===== config.mk =====
export PLATFORM = sky130hd
export DESIGN_NAME = mult_share_ctrl
export DESIGN_NICKNAME = d
export VERILOG_FILES = /design/src/rtl/mult_share_ctrl.sv
export SDC_FILE = /design/constraint.sdc
export NUM_CORES = 1
export LEC_CHECK = 0
export ABC_AREA = 1
export CORE_MARGIN = 4
export CORE_UTILIZATION = 36
export CTS_CLUSTER_SIZE = 12
export DETAILED_ROUTE_END_ITERATION = 10
export GPL_TIMING_DRIVEN = 0
export PLACE_DENSITY = 0.82
export SETUP_SLACK_MARGIN = 0.15
export SYNTH_ARGS = -nofsm -noshare
export SYNTH_HDL_FRONTEND = slang
export SYNTH_SLANG_ARGS = --single-unit

===== constraint.sdc =====
create_clock -name clk -period 6.25 [get_ports clk]
set_input_delay 1.25 -clock clk [delete_from_list [all_inputs] [get_ports clk]]
set_output_delay 1.25 -clock clk [all_outputs]
set_load 0.02 [all_outputs]

===== src/rtl/mult_share_ctrl.sv =====
// ============================================================================
// mult_share_ctrl : round-robin scheduler feeding one shared signed multiplier
// Revision        : 1.0
// ============================================================================
`default_nettype none

module mult_share_ctrl #(
  parameter int NB   = 8,
  parameter int NREQ = 4
) (
  input  logic                   clk,
  input  logic                   rst_n,
  input  logic [NREQ-1:0]        req_valid,
  output logic [NREQ-1:0]        req_ready,
  input  logic [NREQ*NB-1:0]     req_a,
  input  logic [NREQ*NB-1:0]     req_b,
  output logic                   resp_valid,
  input  logic                   resp_ready,
  output logic [$clog2(NREQ)-1:0] resp_id,
  output logic [2*NB-1:0]        resp_product,
  output logic                   busy,
  output logic                   mul_start,
  output logic [NB-1:0]          mul_a,
  output logic [NB-1:0]          mul_b,
  input  logic [2*NB-1:0]        mul_product
);

  localparam int IDW = $clog2(NREQ);
  localparam int CW  = (NB > 1) ? $clog2(NB) : 1;

  localparam logic [CW-1:0] C_CNT_LAST = CW'(NB - 1);

  localparam logic [2:0] C_ST_IDLE = 3'd0;
  localparam logic [2:0] C_ST_LOAD = 3'd1;
  localparam logic [2:0] C_ST_RUN  = 3'd2;
  localparam logic [2:0] C_ST_CAPT = 3'd3;
  localparam logic [2:0] C_ST_RESP = 3'd4;

  logic [2:0]       state_q, state_d;
  logic             run_q, run_d;
  logic [IDW-1:0]   rr_q, rr_d;
  logic [CW-1:0]    cnt_q, cnt_d;
  logic [IDW-1:0]   resp_id_q, resp_id_d;
  logic [2*NB-1:0]  resp_product_q, resp_product_d;
  logic [NB-1:0]    mul_a_q, mul_a_d;
  logic [NB-1:0]    mul_b_q, mul_b_d;

  logic             grant_found;
  logic [IDW-1:0]   grant_id;
  logic [IDW-1:0]   scan_idx;
  logic             accept;

  // Search upward from the rr pointer with wrap; first valid requester wins.
  always_comb begin
    grant_found = 1'b0;
    grant_id    = '0;
    scan_idx    = '0;
    for (int k = 0; k < NREQ; k++) begin
      scan_idx = IDW'((int'(rr_q) + k) % NREQ);
      if (!grant_found && req_valid[scan_idx]) begin
        grant_found = 1'b1;
        grant_id    = scan_idx;
      end
    end
  end

  // run_q holds off arbitration until the first edge after reset release.
  assign accept = (state_q == C_ST_IDLE) && run_q && grant_found;

  always_ff @(posedge clk or negedge rst_n) begin
    if (!rst_n) begin
      state_q        <= C_ST_IDLE;
      run_q          <= 1'b0;
      rr_q           <= '0;
      cnt_q          <= '0;
      resp_id_q      <= '0;
      resp_product_q <= '0;
      mul_a_q        <= '0;
      mul_b_q        <= '0;
    end else begin
      state_q        <= state_d;
      run_q          <= run_d;
      rr_q           <= rr_d;
      cnt_q          <= cnt_d;
      resp_id_q      <= resp_id_d;
      resp_product_q <= resp_product_d;
      mul_a_q        <= mul_a_d;
      mul_b_q        <= mul_b_d;
    end
  end

  always_comb begin
    state_d = state_q;
    case (state_q)
      C_ST_IDLE: if (accept) state_d = C_ST_LOAD;
      C_ST_LOAD: state_d = C_ST_RUN;
      C_ST_RUN:  if (cnt_q == C_CNT_LAST) state_d = C_ST_CAPT;
      C_ST_CAPT: state_d = C_ST_RESP;
      C_ST_RESP: if (resp_ready) state_d = C_ST_IDLE;
      default:   state_d = C_ST_IDLE;
    endcase
  end

  always_comb begin
    req_ready  = '0;
    mul_start  = (state_q == C_ST_LOAD);
    busy       = (state_q != C_ST_IDLE);
    resp_valid = (state_q == C_ST_RESP);
    if (accept) req_ready[grant_id] = 1'b1;
  end

  always_comb begin
    run_d          = 1'b1;
    rr_d           = rr_q;
    cnt_d          = cnt_q;
    resp_id_d      = resp_id_q;
    resp_product_d = resp_product_q;
    mul_a_d        = mul_a_q;
    mul_b_d        = mul_b_q;
    if (accept) begin
      mul_a_d   = req_a[int'(grant_id)*NB +: NB];
      mul_b_d   = req_b[int'(grant_id)*NB +: NB];
      resp_id_d = grant_id;
      rr_d      = (grant_id == IDW'(NREQ - 1)) ? '0 : grant_id + 1'b1;
    end
    if (state_q == C_ST_LOAD) cnt_d = '0;
    if (state_q == C_ST_RUN)  cnt_d = cnt_q + 1'b1;
    if (state_q == C_ST_CAPT) resp_product_d = mul_product;
  end

  assign resp_id      = resp_id_q;
  assign resp_product = resp_product_q;
  assign mul_a        = mul_a_q;
  assign mul_b        = mul_b_q;

endmodule

`default_nettype wire


### After elaboration in Yosys (flattened, before gate mapping)

Cells that the tools add are included.

| operators by class | value |
|---|---|
| add/sub/neg operators | 5 |
| multipliers | 0 |
| div/mod/pow operators | 0 |
| $lt $le $gt $ge | 6 |
| equal/unequal tests | 9 |
| shift operators | 2 |
| mux-type cells | 26 |
| bitwise logic cells | 0 |
| reduce and logical (&&, ||, !) cells | 13 |

Operator list:

| cell | count |
|---|---|
| indexed part select 32 x 6 -> 8 bit | 2 |
| less-than comparator 2 x 3 -> 1 bit (second input constant) | 5 |
| 2-to-1 mux 3 bit | 5 |
| one-hot mux 3 bit (5 select lines) | 1 |
| 2-to-1 mux 2 bit | 5 |
| 2-to-1 mux 1 bit | 9 |
| binary-select mux 1 bit (select 2 bit) | 4 |
| equality test 3 x 2 -> 1 bit (second input constant) | 2 |
| equality test 3 bit (second input constant) | 2 |
| logical AND 1 bit | 6 |
| adder 2 x 1 -> 2 bit (second input constant) | 2 |
| adder 2 bit (second input constant) | 2 |
| 2-to-1 mux 4 bit | 1 |
| != test 2 bit (second input constant) | 2 |
| adder 3 x 1 -> 3 bit (second input constant) | 1 |
| equality test 3 x 1 -> 1 bit (second input constant) | 1 |
| logical NOT 1 bit | 3 |
| logical NOT 3 bit | 1 |
| AND reduction 3 bit | 1 |
| nonzero test 3 bit | 1 |
| demux 1 bit (select 2 bit) | 1 |
| equality test 2 bit (second input constant) | 1 |
| >= comparator 2 x 1 -> 1 bit (second input constant) | 1 |
| != test 2 x 1 -> 1 bit (second input constant) | 1 |
| nonzero test 2 bit | 1 |

| word-level totals | value |
|---|---|
| register bits after elaboration | 43 |
| bits in latches | 0 |
| bits in writable memories | 0 |
| bits in read-only memories | 0 |
| input port bits | 87 |
| output and inout port bits | 41 |
| word-level logic and storage cells | 69 |
| memories kept | 0 |

### Longest topological paths before layout

| logic depth | value |
|---|---|
| depth in word-level cells | 17 |
| depth in mapped cells | 15 |
| mapped depth without buffers | 14 |

### Worst setup path before layout

No wires, ideal clock.

| timing path | value |
|---|---|
| path kind | in2out |
| start point | input port req_valid[2] |
| end point | output port req_ready[3] |
| arrival time | 2.620 ns |
| setup slack | 2.380 ns |
| stages | 12 |
| cells stage by stage | inv_1 -> nand2_1 -> nand3_2 -> nand2_1 -> nor2_4 -> nand3_1 -> nand3_2 -> buf_6 -> buf_8 -> ha_1 -> inv_1 -> nor2_1 |

| on the way | value |
|---|---|
| longest elaborated chain between the ends | 17 |

Ends and longest elaborated chain:

| what | line | text |
|---|---|---|
| start, declared | 13 | `input logic [NREQ-1:0] req_valid,` |
| binary-select mux 1 bit (select 2 bit) | 60 | `if (!grant_found && req_valid[scan_idx]) begin` |
| 2-to-1 mux 1 bit (not written as such) | 60 |  |
| 2-to-1 mux 1 bit | 60 |  |
| logical NOT 1 bit | 60 |  |
| logical AND 1 bit | 60 |  |
| 2-to-1 mux 1 bit | 60 |  |
| logical NOT 1 bit | 60 |  |
| logical AND 1 bit | 60 |  |
| 2-to-1 mux 1 bit | 60 |  |
| logical NOT 1 bit | 60 |  |
| logical AND 1 bit | 60 |  |
| 2-to-1 mux 2 bit | 60 |  |
| less-than comparator 2 x 3 -> 1 bit (not written as such) / >= comparator 2 x 1 -> 1 bit (equally long branches) | 109 | `if (accept) req_ready[grant_id] = 1'b1;` |
| logical AND 1 bit (not written as such) | 109 |  |
| 2-to-1 mux 1 bit (not written as such) | 109 |  |
| demux 1 bit (select 2 bit) | 109 |  |
| 2-to-1 mux 4 bit * | 109 |  |
| end, declared | 14 | `output logic [NREQ-1:0] req_ready,` |

Every way passes the cells marked *; elsewhere a longest branch is shown, timed or not. The select of a mux whose other input is x is not followed.

### Final worst setup path

| timing path | value |
|---|---|
| start point | input port req_valid[1] |
| end point | output port req_ready[3] |

Same word-level chain as after synthesis.

==> flow_summary.ini <==
[sta]
final.setup.worst_slack_ns = 1.33
max-slew-margin-rel = 0.648
fin_crit_sh = 0.787
holdWs_ns = 0.489
clock_skew_ns = 0.00571
timing.final.max_slew_violations = 0
finalHoldViolations = 0
rsz0062_at_grt = no
fin_crit_ns = 4.92
fmax_mhz = 203
fin_setup_tns_ns = 0
setup_viol = 0
tightestPinTransition_ns = 0.529

[synth]
synth_enable_flop_cells = 0
synth_seq_area_share = 0.367
netlist_instances = 407
synthArstFlopShare = 1.00
synthDistinctLibCells = 28
synth-seq-cells = 43
synth_area_per_cell_sq_um = 7.20
synthesis.area_sq_um = 2930
syn_nets = 497
ys_warn_count = 0
ys.flop_type = dfrtp_1

[hold_path]
hp-class = flop to flop
min_to = mul_a[0]
hold_depth = 2
min_from = mul_a[0]

[cts]
cts_buffers = 5
hold_buffers = 0
clock_latency_ns = 0.30
clock_path_buffers = 2
clk_pin_slew_ns = 0.09
h-tree-depth = 2
cts_tree = yes
post_cts_buffers = 0
ctsResizeCount = 0
cts.sinks = 43
clockRootBuffer = clkbuf_8

[placed_design]
io_buffers = 127
hpwl_mm = 7.11
dpl_cell_area_sq_um = 4340
place_inst = 637
post-place-ws_ns = 1.32
gp_congestion = 0.862

[route]
dr.pass1.iters = 4
wl_mm = 9.00
drc = 0
drt_iter0_drc = 113
ant_nets = 0
viasPerCell = 4.76
wl_per_cell_um = 14.0
vias = 3072

[setup_path]
crit_type = input pin to output pin
endpoint_kind = output pin
cp_max_fo = 10
r2r_setup_slack_ns = 4.22
worstSetupStartpointType = input pin
r2r_end = rr_q[1]
rr_startpoint = rr_q[1]
crit_required_ns = 5.00
r2r_cells = 12
cp.arrival_ns = 3.67

[finish]
layout.nets = 632
fillerInstances = 720
synthToLayoutAreaGrowth_pct = 52.4
antenna-diode-count = 0
utilization = 0.572
stdcell_area_sq_um = 4470
multiInputGateArea_sq_um = 1390
regArea_sq_um = 1080
final_cells = 645
layout-drive-gt1-share = 0.129

[floorplan]
rows = 32
die_x_um = 98.2
core_sq_um = 7810
start_util = 0.375
die_h_um = 98.2
floorplan.io_pins = 128
die_area_sq_um = 9650

[flow_run]
cap_violations = 0

[pwr]
p_total_mw = 2.50
vdd_drop_max_v = 0.000342
p_per_area_nw_per_um2 = 560
p_leak_nw = 2.31

[status]
status = complete, no violations

[global_routing]
grt_max_degree = 40
grt_overflow_total = 0
first_global_vias = 3173
grt_pass1_wl_mm = 14.7
grt_usage = 0.183
antenna_found_initial = 0
cell type report:
cell class | instances | area share
Multi-Input combinational cell | 257 | 0.310
Timing Repair Buffer | 128 | 0.288
Sequential cell | 43 | 0.241
Inverter | 85 | 0.0714
Buffer | 22 | 0.0336
Tap cell | 102 | 0.0286
Clock buffer | 6 | 0.0185
Clock inverter | 2 | 0.00869
synthesized netlist by cell type, types with 2 or more instances:
| library cell | n | area [sq um] |
|---|---|---|
| ha_1 | 3 | 37.5 |
| o21ai_0 | 2 | 10.0 |
| inv_2 | 4 | 15.0 |
| buf_6 | 5 | 56.3 |
| nand3_2 | 11 | 110 |
| nand2_2 | 7 | 43.8 |
| nor3_1 | 3 | 15.0 |
| a32o_1 | 2 | 20.0 |
| nor2_1 | 10 | 37.5 |
| nand4_1 | 32 | 200 |
| nand2_1 | 131 | 492 |
| nand3_1 | 30 | 150 |
| inv_1 | 81 | 304 |
| clkbuf_1 | 3 | 11.3 |
| mux2_2 | 16 | 180 |
| dfrtp_1 | 43 | 1080 |
| nand3_4 | 2 | 35.0 |
| buf_2 | 12 | 60.1 |
cell families (layout without fill, tap and decap cells):
logic type      Yosys count  in the layout  share of synthesized area
simple gates            228            228                      0.376
buf+inv                 107            243                      0.160
flops                    43             43                      0.367
mux                      16             16                     0.0615
compound gates            9              9                     0.0213
fa+ha+maj                 3              3                     0.0128
other cells               1              1                    0.00128
metal layers:
layer	vias up	share of wire	track usage
met1	1411	0.40	0.214
met3	10	0.088	0.0607
li1	1539	-	-
met2	112	0.50	0.328
met4	0	0.012	0.0326
met5	-	0	0
critical path, stage by stage:
cell	delay [ns]
clkdlybuf4s50_1	0.44
inv_1	0.10
nand2_2	0.06
nand3_2	0.08
nand2_1	0.09
nor2_4	0.16
nand3_1	0.10
nand3_2	0.11
buf_6	0.15
buf_8	0.16
ha_1	0.15
inv_1	0.04
nor2_1	0.14
clkdlybuf4s50_1	0.65
layout by cell type (no fill, tap or decap), drive strengths merged:
master,netlist,layout
buf,19,21
clkdlybuf4s50,0,126
o221ai,1,1
dfrtp,43,43
a21oi,1,1
a31oi,1,1
ha,3,3
nor3,3,3
nand4,32,32
inv,85,86
bufinv,0,1
mux2,16,16
clkbuf,3,9
a32o,2,2
nand3,43,43
o21a,1,1
nand2,138,138
o21ai,3,3
nor4,1,1
nor2,11,11
conb,1,1
power breakdown:
group | leakage, nW | internal [mW] | switching (mW) | total (mW)
combinational | 1.73 | 0.744 | 1.03 | 1.78
sequential | 0.524 | 0.413 | 0.0740 | 0.487
clock | 0.0618 | 0.132 | 0.105 | 0.237
worst max path at each step:
stage,from,to,depth (start not counted)
6_report,req_valid[1],req_ready[3],14
5_1_grt,req_valid[3],req_ready[3],16
4_1_cts,req_valid[1],req_ready[3],14
3_5_place_dp,req_valid[3],req_ready[3],14
3_3_place_gp,req_valid[2],req_ready[3],14
2_1_floorplan,req_valid[2],req_ready[3],12
sequential cells by signal, summed over array words and instances (netlist names):
signal,flops
run_q,1
cnt_q,3
state_q,3
rr_q,2
resp_id,2
resp_product,16
mul_b,8
mul_a,8
Note: power is estimated with default switching activity, not from simulation.
==> patch, RTL diff (config.mk and constraints unchanged) <==
Take the reset off `resp_product_q` and load it in a clocked block of its own.
--- a/src/rtl/mult_share_ctrl.sv
+++ b/src/rtl/mult_share_ctrl.sv
@@ -76,3 +76,2 @@
       resp_id_q      <= '0;
-      resp_product_q <= '0;
       mul_a_q        <= '0;
@@ -85,3 +84,2 @@
       resp_id_q      <= resp_id_d;
-      resp_product_q <= resp_product_d;
       mul_a_q        <= mul_a_d;
@@ -89,2 +87,6 @@
     end
+  end
+
+  always_ff @(posedge clk) begin
+    resp_product_q <= resp_product_d;
   end
Function: no difference found for any inputs over 10 cycles, from zero or initial values and one cycle with rst_n low; that may be too few to reach the edited logic, so the function may still have changed.
==> patch against the unedited design <==
Sequential share of layout area up 3.6 points. Critical path type unchanged. Final area down 6.5%. Global-route usage up 0.26 points. Setup slack better by 0.030 ns. Total power down 11%. Clock skew up 0.0025 ns. Area after synthesis down 9.3%. Sequential cell count unchanged. Combinational power down 13%. Count of clock-buffer cells in the layout down 1. Wire length down 11%.
==> patch: results (changes against the unedited design) <==
* Status: finished, final reports clean (unchanged)
* Worst r2r dst: mul_b[2] (was rr_q[1])
* Nets@finish at 579 (was 632)
* Peak VDD IR at 241 uV (was 342 uV)
* Reg2Reg Depth at 16 (was 12)
* Hold Path Origin: mul_a[5] (was mul_a[0])
* Asr flop ratio synth at 62.8% (was 100%)
* # resized after CTS at 0 (unchanged)
* Hold Slack at 0.482 ns (was 0.489 ns)
* Number of enable flip-flop cells after synthesis at 16 (was 0)
* All-layer global routing usage at 18.5% (was 18.3%)
* # fillers at 649 (was 720)
* Ranking of synthesized cells by area: dfrtp_1 25%, nand2_1 25%, edfxtp_1 18% (was dfrtp_1 37%, nand2_1 17%, inv_1 10%)
* Initial DRC count at 133 (was 113)
* Detailed Place HPWL at 6550 um (was 7110 um)
* Largest net degree at the start of global routing at 28 (was 40)
* Routed WL at 7980 um (was 9000 um)
* Ant diodes at 0 (unchanged)
* Fin util at 57.9% (was 57.2%)
* Leakage at 2.02 nW (was 2.31 nW)
* Count of cell types in the netlist at 31 (was 28)
* Syn avg cell area at 7.49 sq um (was 7.20 sq um)
* Largest delay share family, worst path: buffers and inverters (unchanged)
* Routability cong. at 0.857 (was 0.862)
* Skew-Pair Late Insertion Delay at 0.30 ns (about the same)
* Vias in the first global route at 2811 (was 3173)
* Mux cell area share after synthesis at 0% (was 6.15%)
* Min-Delay Path Class: register to register (unchanged)
* First-pass GRT wire length at 12900 um (was 14700 um)
* Drt via density at 4.67 (was 4.76)
* Seq/Total Area, Yosys at 43.5% (was 36.7%)
* WP data arrival at 3.64 ns (was 3.67 ns)
* CTS clk-pin slew, worst paths at 0.08 ns
* Longest Clk Path Bufs at 2 (unchanged)
* Hold path cells at 2 (unchanged)
* Residual DRC count at 0 (unchanged)
* Share of cells above drive strength 1 at 14.5% (was 12.9%)
* Post-CTS Setup Inserts at 0 (unchanged)
* Post-Synth Adder-Cell Area at 0.942% (was 1.28%)
* Routed length per instance at 13.5 um (was 14.0 um)
* Synthesized net count at 444 (was 497)
* Pre-CTS WS at 1.35 ns (was 1.32 ns)
* I/O Buffers at 127 (unchanged)
* Placed cell areas at 4070 sq um (was 4340 sq um)
* Compound-Gate Fraction of Synth Area at 2.82% (was 2.13%)
* Flop2flop setup slack at 4.25 ns (was 4.22 ns)
* Clk_skew at 0.00821 ns (was 0.00571 ns)
* CP max stage delay at 0.66 ns
* DRT Pass-1 Iters at 4 (unchanged)
* Post-synth top cells: 180 x nand2_1, 35 x nand3_1, 27 x dfrtp_1 (was 131 x nand2_1, 81 x inv_1, 43 x dfrtp_1)
* Rel. slew slack at 59.6% (was 64.8%)
* Hold path endpoint: mul_a[5] (was mul_a[0])
patch: power by group:
group | switching, mW | internal, mW
logic | 0.934 | 0.610
clock network | 0.0957 | 0.119
registers | 0.0582 | 0.398
patch: how the worst max path moves through the flow:
stage          slack [ns]           end  depth (start not counted)         start
2_1_floorplan        2.40  req_ready[0]                         11  req_valid[0]
3_3_place_gp         1.44  req_ready[0]                         13  req_valid[0]
3_5_place_dp         1.35  req_ready[0]                         13  req_valid[2]
4_1_cts              1.34  req_ready[0]                         13  req_valid[2]
5_1_grt              1.09  req_ready[0]                         13  req_valid[2]
6_report             1.36  req_ready[0]                         13  req_valid[2]
patch: logic make-up (layout without fill, tap and decap cells):
family                     Yosys count  in the layout
and+or+nand+nor                    260            260
adders and majority gates            2              2
buffers and inverters               39            175
AOI/OAI and AO/OA                   10             10
DFF                                 43             43
other                                1              1
patch: worst reg2reg max path, cell delays in order (launching register included):
cell and delay, ns:
dfrtp_1 0.48, inv_2 0.10, nand2_1 0.08, nand2_2 0.09
nand2_1 0.11, nand2_1 0.08, nor2_2 0.09, nand3_2 0.11
nand2_4 0.16, nand2_8 0.09, buf_8 0.15, nand2_1 0.07
nand2_1 0.05, nand2_1 0.05, nand2_1 0.07, nand2_1 0.07
nand2_1 0.05
patch: routing by layer:
layer  vias to the layer above  track usage (%)  wire, um  part of all wire [%]
met3                        15             3.29       492                   6.2
met1                      1270             22.0      3100                    39
met5                         -                0         0                     0
met2                        91             33.1      4210                    53
met4                         0             6.86       175                   2.2
li1                       1381                -         -                     -
patch: cell type report:
class,instances,share of cell area (%)
repair buffers,128,30.6
multi-input cells,273,30.8
inverters,24,2.22
clock buffers,5,1.65
plain buffers,15,3.03
clock inverters,3,1.05
well taps,99,2.97
flip-flops and latches,43,27.7
